`src/rtl/ex_stage.sv`:
```
// ---------------------------------------------------------------------------
// ex_stage : execute stage of the 5-stage MIPS pipeline.
//
// Holds the integer ALU, an iterative 32-step multiply/divide unit with its
// HI/LO registers, destination-register selection and the EX/MEM register.
//
// Ports
//   clk          pipeline clock, rising edge
//   reset        synchronous, active-high
//   ctrlEX       {RegDst, ALUSrc, ALUOp[1:0]}
//   ctrlMEMWB    MEM/WB control, forwarded to controlBits
//   read1/read2  rs / rt register operands
//   immediate    sign-extended immediate ([5:0] funct, [10:6] shamt)
//   rt/rd        candidate destination registers
//   controlBits  registered ctrlMEMWB
//   resultULA    registered ALU / HI / LO result
//   read2Out     registered read2 (store data)
//   entradaMUX5  registered destination register
//   stall        combinational; freezes PC, IF/ID and ID/EX
// ---------------------------------------------------------------------------
module ex_stage (
  input  logic        clk,
  input  logic        reset,
  input  logic [3:0]  ctrlEX,
  input  logic [4:0]  ctrlMEMWB,
  input  logic [31:0] read1,
  input  logic [31:0] read2,
  input  logic [31:0] immediate,
  input  logic [4:0]  rt,
  input  logic [4:0]  rd,
  output logic [4:0]  controlBits,
  output logic [31:0] resultULA,
  output logic [31:0] read2Out,
  output logic [4:0]  entradaMUX5,
  output logic        stall
);

  typedef enum logic [1:0] {
    MD_IDLE = 2'd0,
    MD_BUSY = 2'd1,
    MD_DONE = 2'd2
  } md_state_e;

  // Two's-complement magnitude; unsigned operands pass through untouched.
  function automatic logic [31:0] magnitude(input logic [31:0] v, input logic is_signed);
    return (is_signed && v[31]) ? (32'd0 - v) : v;
  endfunction

  // Decoded instruction fields
  logic        reg_dst;
  logic        alu_src;
  logic [1:0]  alu_op;
  logic [5:0]  funct;
  logic [4:0]  shamt;
  logic [31:0] op_a;
  logic [31:0] op_b;
  logic        is_md;
  logic        is_mfhilo;
  logic        md_issue;

  // Multiply/divide state
  md_state_e   state_q, state_d;
  logic [4:0]  cnt_q, cnt_d;
  logic [63:0] acc_q, acc_d;          // mult: {partial product, multiplier}; div: {remainder, quotient}
  logic [31:0] opb_q, opb_d;          // multiplicand / divisor magnitude
  logic [31:0] dividend_q, dividend_d;
  logic [1:0]  md_op_q, md_op_d;      // funct[1:0]: 00 mult, 01 multu, 10 div, 11 divu
  logic        a_neg_q, a_neg_d;
  logic        b_neg_q, b_neg_d;
  logic [31:0] hi_q, hi_d;
  logic [31:0] lo_q, lo_d;

  // Datapath intermediates
  logic [32:0] mul_sum;
  logic [32:0] div_trial;
  logic [63:0] step_acc;
  logic [63:0] product;
  logic [31:0] fin_hi;
  logic [31:0] fin_lo;
  logic [31:0] alu_result;

  // EX/MEM register
  logic [4:0]  ctrl_q, ctrl_d;
  logic [31:0] result_q, result_d;
  logic [31:0] read2_q, read2_d;
  logic [4:0]  dest_q, dest_d;

  // Field decode and operand selection
  always_comb begin
    reg_dst   = ctrlEX[3];
    alu_src   = ctrlEX[2];
    alu_op    = ctrlEX[1:0];
    funct     = immediate[5:0];
    shamt     = immediate[10:6];
    op_a      = read1;
    op_b      = alu_src ? immediate : read2;
    // 0x18..0x1B all share funct[5:2] = 4'b0110
    is_md     = (alu_op == 2'b10) && (funct[5:2] == 4'b0110);
    is_mfhilo = (alu_op == 2'b10) && ((funct == 6'h10) || (funct == 6'h12));
    // Issue is only recognised in IDLE so the md held in ID/EX during DONE does not restart
    md_issue  = (state_q == MD_IDLE) && is_md;
    stall     = md_issue || (state_q == MD_BUSY) || (is_mfhilo && (state_q == MD_BUSY));
  end

  // One shift-add / restoring-subtract step plus the final sign fix-ups
  always_comb begin
    mul_sum   = {1'b0, acc_q[63:32]} + (acc_q[0] ? {1'b0, opb_q} : 33'd0);
    // Remainder after the shift is < 2*divisor, so bit 32 of the trial is the borrow
    div_trial = acc_q[63:31] - {1'b0, opb_q};
    if (md_op_q[1]) begin
      if (!div_trial[32]) begin
        step_acc = {div_trial[31:0], acc_q[30:0], 1'b1};
      end else begin
        step_acc = {acc_q[62:0], 1'b0};
      end
    end else begin
      step_acc = {mul_sum, acc_q[31:1]};
    end

    product = step_acc;
    fin_hi  = 32'd0;
    fin_lo  = 32'd0;
    if (!md_op_q[1]) begin
      if (!md_op_q[0] && (a_neg_q ^ b_neg_q)) begin
        product = 64'd0 - step_acc;
      end else begin
        product = step_acc;
      end
      fin_hi = product[63:32];
      fin_lo = product[31:0];
    end else if (opb_q == 32'd0) begin
      fin_hi = dividend_q;
      fin_lo = 32'hFFFF_FFFF;
    end else begin
      fin_lo = (!md_op_q[0] && (a_neg_q ^ b_neg_q)) ? (32'd0 - step_acc[31:0]) : step_acc[31:0];
      fin_hi = (!md_op_q[0] && a_neg_q) ? (32'd0 - step_acc[63:32]) : step_acc[63:32];
    end
  end

  // Multiply/divide FSM next-state and HI/LO update
  always_comb begin
    state_d    = state_q;
    cnt_d      = cnt_q;
    acc_d      = acc_q;
    opb_d      = opb_q;
    dividend_d = dividend_q;
    md_op_d    = md_op_q;
    a_neg_d    = a_neg_q;
    b_neg_d    = b_neg_q;
    hi_d       = hi_q;
    lo_d       = lo_q;
    case (state_q)
      MD_IDLE: begin
        if (md_issue) begin
          state_d    = MD_BUSY;
          cnt_d      = 5'd31;
          md_op_d    = funct[1:0];
          a_neg_d    = !funct[0] && op_a[31];
          b_neg_d    = !funct[0] && op_b[31];
          acc_d      = {32'd0, magnitude(op_a, !funct[0])};
          opb_d      = magnitude(op_b, !funct[0]);
          dividend_d = op_a;
        end else begin
          state_d = MD_IDLE;
        end
      end
      MD_BUSY: begin
        acc_d = step_acc;
        if (cnt_q == 5'd0) begin
          state_d = MD_DONE;
          hi_d    = fin_hi;
          lo_d    = fin_lo;
        end else begin
          cnt_d = cnt_q - 5'd1;
        end
      end
      MD_DONE: begin
        state_d = MD_IDLE;
      end
      default: begin
        state_d = MD_IDLE;
      end
    endcase
  end

  // Integer ALU
  always_comb begin
    alu_result = 32'd0;
    case (alu_op)
      2'b00: alu_result = op_a + op_b;
      2'b01: alu_result = op_a - op_b;
      2'b11: alu_result = op_a | op_b;
      2'b10: begin
        case (funct)
          6'h20, 6'h21: alu_result = op_a + op_b;
          6'h22, 6'h23: alu_result = op_a - op_b;
          6'h24:        alu_result = op_a & op_b;
          6'h25:        alu_result = op_a | op_b;
          6'h26:        alu_result = op_a ^ op_b;
          6'h27:        alu_result = ~(op_a | op_b);
          6'h2A:        alu_result = {31'd0, ($signed(op_a) < $signed(op_b))};
          6'h2B:        alu_result = {31'd0, (op_a < op_b)};
          6'h00:        alu_result = op_b << shamt;
          6'h02:        alu_result = op_b >> shamt;
          6'h03:        alu_result = $signed(op_b) >>> shamt;
          6'h10:        alu_result = hi_q;
          6'h12:        alu_result = lo_q;
          default:      alu_result = 32'd0;
        endcase
      end
      default: alu_result = 32'd0;
    endcase
  end

  // EX/MEM next value: a bubble whenever upstream is frozen
  always_comb begin
    ctrl_d   = 5'd0;
    result_d = 32'd0;
    read2_d  = 32'd0;
    dest_d   = 5'd0;
    if (stall) begin
      ctrl_d   = 5'd0;
      result_d = 32'd0;
      read2_d  = 32'd0;
      dest_d   = 5'd0;
    end else begin
      ctrl_d   = ctrlMEMWB;
      result_d = alu_result;
      read2_d  = read2;
      dest_d   = reg_dst ? rd : rt;
    end
  end

  // State and pipeline registers
  always_ff @(posedge clk) begin
    if (reset) begin
      state_q    <= MD_IDLE;
      cnt_q      <= 5'd0;
      acc_q      <= 64'd0;
      opb_q      <= 32'd0;
      dividend_q <= 32'd0;
      md_op_q    <= 2'd0;
      a_neg_q    <= 1'b0;
      b_neg_q    <= 1'b0;
      hi_q       <= 32'd0;
      lo_q       <= 32'd0;
      ctrl_q     <= 5'd0;
      result_q   <= 32'd0;
      read2_q    <= 32'd0;
      dest_q     <= 5'd0;
    end else begin
      state_q    <= state_d;
      cnt_q      <= cnt_d;
      acc_q      <= acc_d;
      opb_q      <= opb_d;
      dividend_q <= dividend_d;
      md_op_q    <= md_op_d;
      a_neg_q    <= a_neg_d;
      b_neg_q    <= b_neg_d;
      hi_q       <= hi_d;
      lo_q       <= lo_d;
      ctrl_q     <= ctrl_d;
      result_q   <= result_d;
      read2_q    <= read2_d;
      dest_q     <= dest_d;
    end
  end

  assign controlBits = ctrl_q;
  assign resultULA   = result_q;
  assign read2Out    = read2_q;
  assign entradaMUX5 = dest_q;

endmodule

```
`config.mk`:
```
export PLATFORM = sky130hd
export DESIGN_NAME = ex_stage
export DESIGN_NICKNAME = d
export VERILOG_FILES = /design/src/rtl/ex_stage.sv
export SDC_FILE = /design/constraint.sdc
export NUM_CORES = 2
export LEC_CHECK = 0
export BUFFER_PORTS_ARGS = -buffer_cell sky130_fd_sc_hd__buf_2
export CELL_PAD_IN_SITES_DETAIL_PLACEMENT = 0
export CELL_PAD_IN_SITES_GLOBAL_PLACEMENT = 1
export CORE_UTILIZATION = 47
export CTS_BUF_LIST = sky130_fd_sc_hd__clkbuf_4 sky130_fd_sc_hd__clkbuf_8
export DETAILED_ROUTE_END_ITERATION = 12
export PLACE_DENSITY = 0.83
export SYNTH_ARGS = -nofsm -noshare
export SYNTH_HDL_FRONTEND = slang
export SYNTH_SLANG_ARGS = --single-unit
export TNS_END_PERCENT = 30
```
`constraint.sdc`:
```
create_clock -name clk -period 6.4 [get_ports clk]
set_input_delay 0.64 -clock clk [delete_from_list [all_inputs] [get_ports clk]]
set_output_delay 0.64 -clock clk [all_outputs]
set_load 0.1 [all_outputs]
```
Word-level counts from Yosys, hierarchy flattened
Index checks and enable logic that the tools add are counted.
{"block": "word_totals", "register_bits": 277, "latchBits": 0, "mem_bits_rw": 0, "rom_bits": 0, "output_inout_bits": 75, "wordCells": 106, "n_memories": 0}
{"block": "classes", "addsub": 10, "multipliers": 0, "div_mod_pow": 0, "order_cmp": 2, "n_eq_ne": 22, "shift": 3, "n_mux": 24, "bitwise_logic": 5, "reduce_logical": 26}
{"cell": "32-bit one-hot mux with 13 select lines", "count": 1}
{"cell": "32-bit two-way mux", "count": 10}
{"cell": "64-bit two-way mux", "count": 4}
{"cell": "32-bit one-hot mux with 4 select lines", "count": 1}
{"cell": "64-bit one-hot mux with 2 select lines", "count": 1}
{"cell": "1-bit by 32-bit subtractor with 32-bit output, first input constant", "count": 4}
{"cell": "32-bit less-than comparator", "count": 2}
{"cell": "1-bit by 64-bit subtractor with 64-bit output, first input constant", "count": 1}
{"cell": "6-bit equality test, second input constant", "count": 10}
{"cell": "32-bit by 32-bit adder with 33-bit output", "count": 1}
{"cell": "33-bit by 32-bit subtractor with 33-bit output", "count": 1}
{"cell": "32-bit adder", "count": 1}
{"cell": "32-bit bitwise AND", "count": 1}
{"cell": "32-bit zero test", "count": 1}
{"cell": "32-bit inverter", "count": 1}
{"cell": "32-bit OR", "count": 1}
{"cell": "32-bit by 5-bit left shift with 32-bit output", "count": 1}
{"cell": "32-bit by 5-bit right shift with 32-bit output", "count": 1}
{"cell": "32-bit by 5-bit >>> shifter with 32-bit output", "count": 1}
{"cell": "32-bit subtractor", "count": 1}
{"cell": "32-bit XOR", "count": 1}
{"cell": "5-bit two-way mux", "count": 3}
{"cell": "6-bit by 2-bit equality test with 1-bit output, second input constant", "count": 2}
{"cell": "6-bit by 5-bit equality test with 1-bit output, second input constant", "count": 2}
{"cell": "21 further kinds", "count": 39}

Logic depth before layout (Yosys ltp)
{"block": "logic_depth", "ltp_word": 7, "depth_mapped": 26}

Worst setup path after synthesis
Ideal clock, no wire load.
{"block": "synth_timing", "kind": "input to register", "startpoint": "input ctrlEX[2]", "endpoint": "register result_q[28], in the netlist resultULA[28]", "arrival_ps": 5411, "setup_slack_ps": 917, "stages": 20, "path_buffers": 2, "cell_sequence": "clkbuf_1 > clkbuf_1 > mux2i_1 > inv_1 > ha_1 > fa_1 > a21o_1 > a21oi_1 > o21bai_1 > a31o_2 > a2111oi_0 > or4_1 > nand3_1 > a41oi_1 > nor2b_1 > nor4_1 > nor2_1 > or3_1 > a21oi_1 > a2bb2oi_1"}
{"block": "synth_between", "word_cells_on_any_way": 12, "classes_between": "add/sub: 2; shift: 3; mux: 3; bitwise: 4"}
{"element": "from (decl)", "line_no": "24", "source": "input logic [3:0] ctrlEX,"}
{"element": "32-bit two-way mux *", "line_no": "96", "source": "op_b = alu_src ? immediate : read2;"}
{"element": "via op_b[0]", "line_no": "56", "source": "logic [31:0] op_b;"}
{"element": "32-bit subtractor, or another cell as far along", "line_no": "191, 196"}
{"element": "32-bit one-hot mux with 13 select lines", "line_no": "194", "source": "case (funct)"}
{"element": "32-bit one-hot mux with 4 select lines *", "line_no": "189", "source": "case (alu_op)"}
{"element": "to (signal assigned)", "line_no": "263", "source": "result_q <= result_d;"}
{"element": "to (decl)", "line_no": "84", "source": "logic [31:0] result_q, result_d;"}
The timed path passes the listed nets; every way through them passes the cells marked *.
A chain may end at the register's enable or synchronous reset.

Worst setup path after layout
{"block": "layout_timing", "startpoint": "register opb_q[21]", "endpoint": "register hi_q[22]"}
{"block": "layout_between", "elab_chain_cells": 7, "word_cells_on_any_way": 12, "classes_between": "add/sub: 4; mux: 7; reduce/logical: 1"}
{"element": "from (decl)", "line_no": "65", "source": "logic [31:0] opb_q, opb_d;"}
{"element": "from (signal assigned)", "line_no": "255", "source": "opb_q <= opb_d;"}
{"element": "33-bit by 32-bit subtractor with 33-bit output or 32-bit two-way mux (tied branches)", "line_no": "109, 107"}
{"element": "64-bit two-way mux or 32-bit by 32-bit adder with 33-bit output (tied branches)", "line_no": "111, 107"}
{"element": "64-bit two-way mux", "line_no": "110", "source": "if (md_op_q[1]) begin"}
{"element": "1-bit by 32-bit subtractor with 32-bit output", "line_no": "136", "source": "fin_hi = (!md_op_q[0] && a_neg_q) ? (32'd0 - step_acc[63:32]) : step_acc[63:32];"}
{"element": "32-bit two-way mux", "line_no": "136"}
{"element": "32-bit two-way mux", "line_no": "131", "source": "end else if (opb_q == 32'd0) begin"}
{"element": "32-bit two-way mux *", "line_no": "123", "source": "if (!md_op_q[1]) begin"}
{"element": "to (signal assigned)", "line_no": "260", "source": "hi_q <= hi_d;"}
{"element": "to (decl)", "line_no": "70", "source": "logic [31:0] hi_q, hi_d;"}
Mark *: on every way between the ends. The rest lies on a longest branch, timed or not.

==> flow_summary.toml <==
[timing]
max-slew-margin-rel = 0.0398
setup_violations = 0
min_period_ns = 6.03
tightest_slew_ns = 1.40
fin_skew_ns = 0.0502
post-route-period-util = 0.942
tns_ns = 0
hold_viol = 0
finalMaxSlewViolations = 0
grt_setup_unrepaired = "no"
fmax_mhz = 166

[place]
io_buffers = 191
dp_hpwl_um = 109000
dp_cells = 4836
gp_congestion = 1.10

[cts]
cts_tree = "built"
cts_made_buffers = 53
cts-root-buf = "clkbuf_8"
cts_sinks = 277
htree_levels = 2
ctsHoldBuffers = 0
cts_buffer_depth = 3
cts_resized = 0
clk_pin_slew_ns = 0.06
clk_latency_ns = 0.70
cts_setup_buffers = 0

[finish]
multiInputGateArea_mm2 = 0.0214
drive_gt1_frac = 0.129
post-route-util = 0.531
ff_latch_area_mm2 = 0.00555
nets = 4424
syn2layout_area_growth_pct = 10.7
layout_common_cells = "nor2_1 (446), a21oi_1 (429), nand2_1 (420), o21ai_0 (305), dfxtp_1 (276)"
final_cells = 4935
final_common_cell = "nor2_1"
fillers = 6134

[grt]
grt_pass1_vias = 29501
antenna_found_initial = 9
grt_pass1_wl_um = 202000
gr-usage-all-layers = 0.447
grt_max_degree = 91
overflow = 0

[routing]
drt_iter0_markers = 4985
drt_pass1_iterations = 6
ant_nets = 0
drc = 0
wl_per_cell_um = 28.7
viasPerCell = 6.68
vias = 32962
wirelength_um = 141000

[hold_path]
timing.hold.worst.class = "in2reg"

[critical_path]
cp-start-kind = "flip-flop"
arrival_ns = 6.65
cp_max_fo = 23
r2r_setup_slack_ns = 0.37
worstPathRequired_ns = 7.02
end_kind = "flip-flop"
worstSetupPathType = "reg2reg"

[yosys]
synth.distinct_cells = 107
synth_fa_ha_area_frac = 0.0840
synth_top_cell_area_share = 0.194
postSynthAreaPerCell_um2 = 7.12
synth-edff-count = 0
synthArstFlopShare = 0
synthFlopType = "dfxtp_1"
yosys.area.top_type = "dfxtp_1"
netlist_area_mm2 = 0.0285
synth-seq-cells = 277
mappedNetlistNets = 4314
yosysWarnings = 0
ys_seq_area_frac = 0.194
synthMuxAreaShare = 0.0660
postSynthCellCount = 4008
synth_top_family_by_area = "compound AO/OA/AOI/OAI gates"
yosys.area_share.simple = 0.225
synth_compound_area_frac = 0.305
synthTopCellsByArea = "dfxtp_1 (19%), ha_1 (8.1%), a21oi_1 (7.5%)"
synth_xor_xnor_area_share = 0.0694

[power]
p_per_area_mw_per_mm2 = 187
p_leak_uw = 0.0127
peakVddDrop_uv = 227

[die]
rows = 89
die_area_mm2 = 0.0617
coreArea_mm2 = 0.0595
fp.dieH_um = 248
die_w_um = 248
initial_utilization = 0.480
io_pins = 192

[flow_run]
maxCapViolCount = 0

[status]
outcome = "complete, no violations"
[worst max-delay path, stage by stage, from the launching register on]
cell and delay, ns:
dfxtp_1 0.37, inv_1 0.06, ha_1 0.44, a21oi_1 0.21, o21ai_0 0.13, a211o_1 0.33
a221oi_2 0.70, a21oi_2 0.51, nor4_1 0.40, or3_1 0.37, ha_1 0.31, o2111a_1 0.34
nand4_1 0.33, nor3_4 0.47, and2_2 0.28, a21oi_1 0.09, xor2_1 0.17, a211o_1 0.30
a31oi_1 0.13
[layer usage]
layer | track usage | share of wire | vias up
met5 | 0 | 0.00070 | -
met4 | 0.265 | 0.069 | 14
met3 | 0.152 | 0.15 | 451
met2 | 0.622 | 0.39 | 2260
met1 | 0.590 | 0.39 | 15427
li1 | - | - | 14810
[cell usage after synthesis (31+ instances only)]
library cell  count
buf_1            31
clkbuf_1        194
xnor2_1         171
and2_1           89
nand4_1          32
o211ai_1         32
nor2_1          451
o21ai_0         305
ha_1            185
nand2_1         420
a21oi_1         429
a21o_1           48
mux2i_1         124
nand3_1          84
xor2_1           55
a221oi_1         51
dfxtp_1         277
a211oi_1         91
a31oi_1          60
nor3_1          101
inv_1           160
[path summary, 6_finish.rpt]
check	cells past startpoint	from	endpoint
setup / recovery	18	opb_q[21]	hi_q[22]
hold / removal	2	ctrlMEMWB[3]	controlBits[3]
setup reg to reg	18	opb_q[21]	hi_q[22]
hold reg to reg	2	dividend_q[2]	dividend_q[2]
[stage by stage]
step	hold slack [ns]	setup slack, ns	area, um^2	power [uW]
after CTS	0.129	0.570	31600	5820
after detailed placement	0.450	0.571	30400	3800
final	0.149	0.368	31600	5900
after floorplan	0.425	0.917	28500	3180
after global placement	0.443	0.587	30400	3810
after global routing	0.157	0.104	31600	6070
[cell families after synthesis]
kind of cell	count (synthesis)
adders and majority gates	189
buffers and inverters	417
and+or+nand+nor	1379
muxes	167
AOI/OAI and AO/OA	1353
DFF	277
xor gates and xnor gates	226
[registers in the layout, summed over array words and instances (netlist names)]
| register | cells |
|---|---|
| opb_q | 32 |
| a_neg_q | 1 |
| lo_q | 32 |
| resultULA | 32 |
| dividend_q | 32 |
| b_neg_q | 1 |
| entradaMUX5 | 5 |
| read2Out | 32 |
| acc_q | 64 |
| controlBits | 5 |
| md_op_q | 2 |
| cnt_q | 5 |
| hi_q | 32 |
| state_q | 2 |
[power breakdown]
| group | switching [uW] | internal, uW | total (uW) | leakage, uW |
|---|---|---|---|---|
| Clock | 910 | 1130 | 2040 | 0.000624 |
| Combinational | 1480 | 586 | 2060 | 0.00985 |
| Sequential | 23.1 | 1770 | 1800 | 0.00225 |
| Total | 2410 | 3490 | 5900 | 0.0127 |
[area by class of cell]
| type | instances | share of cell area |
|---|---|---|
| Clock inverter | 19 | 0.00618 |
| Tap cell | 773 | 0.0306 |
| Multi-Input combinational cell | 3314 | 0.678 |
| Antenna cell | 2 | 0.000158 |
| Sequential cell | 277 | 0.176 |
| Inverter | 165 | 0.0196 |
| Clock buffer | 78 | 0.0316 |
| Timing Repair Buffer | 307 | 0.0580 |
(Power assumes the default switching activity.)
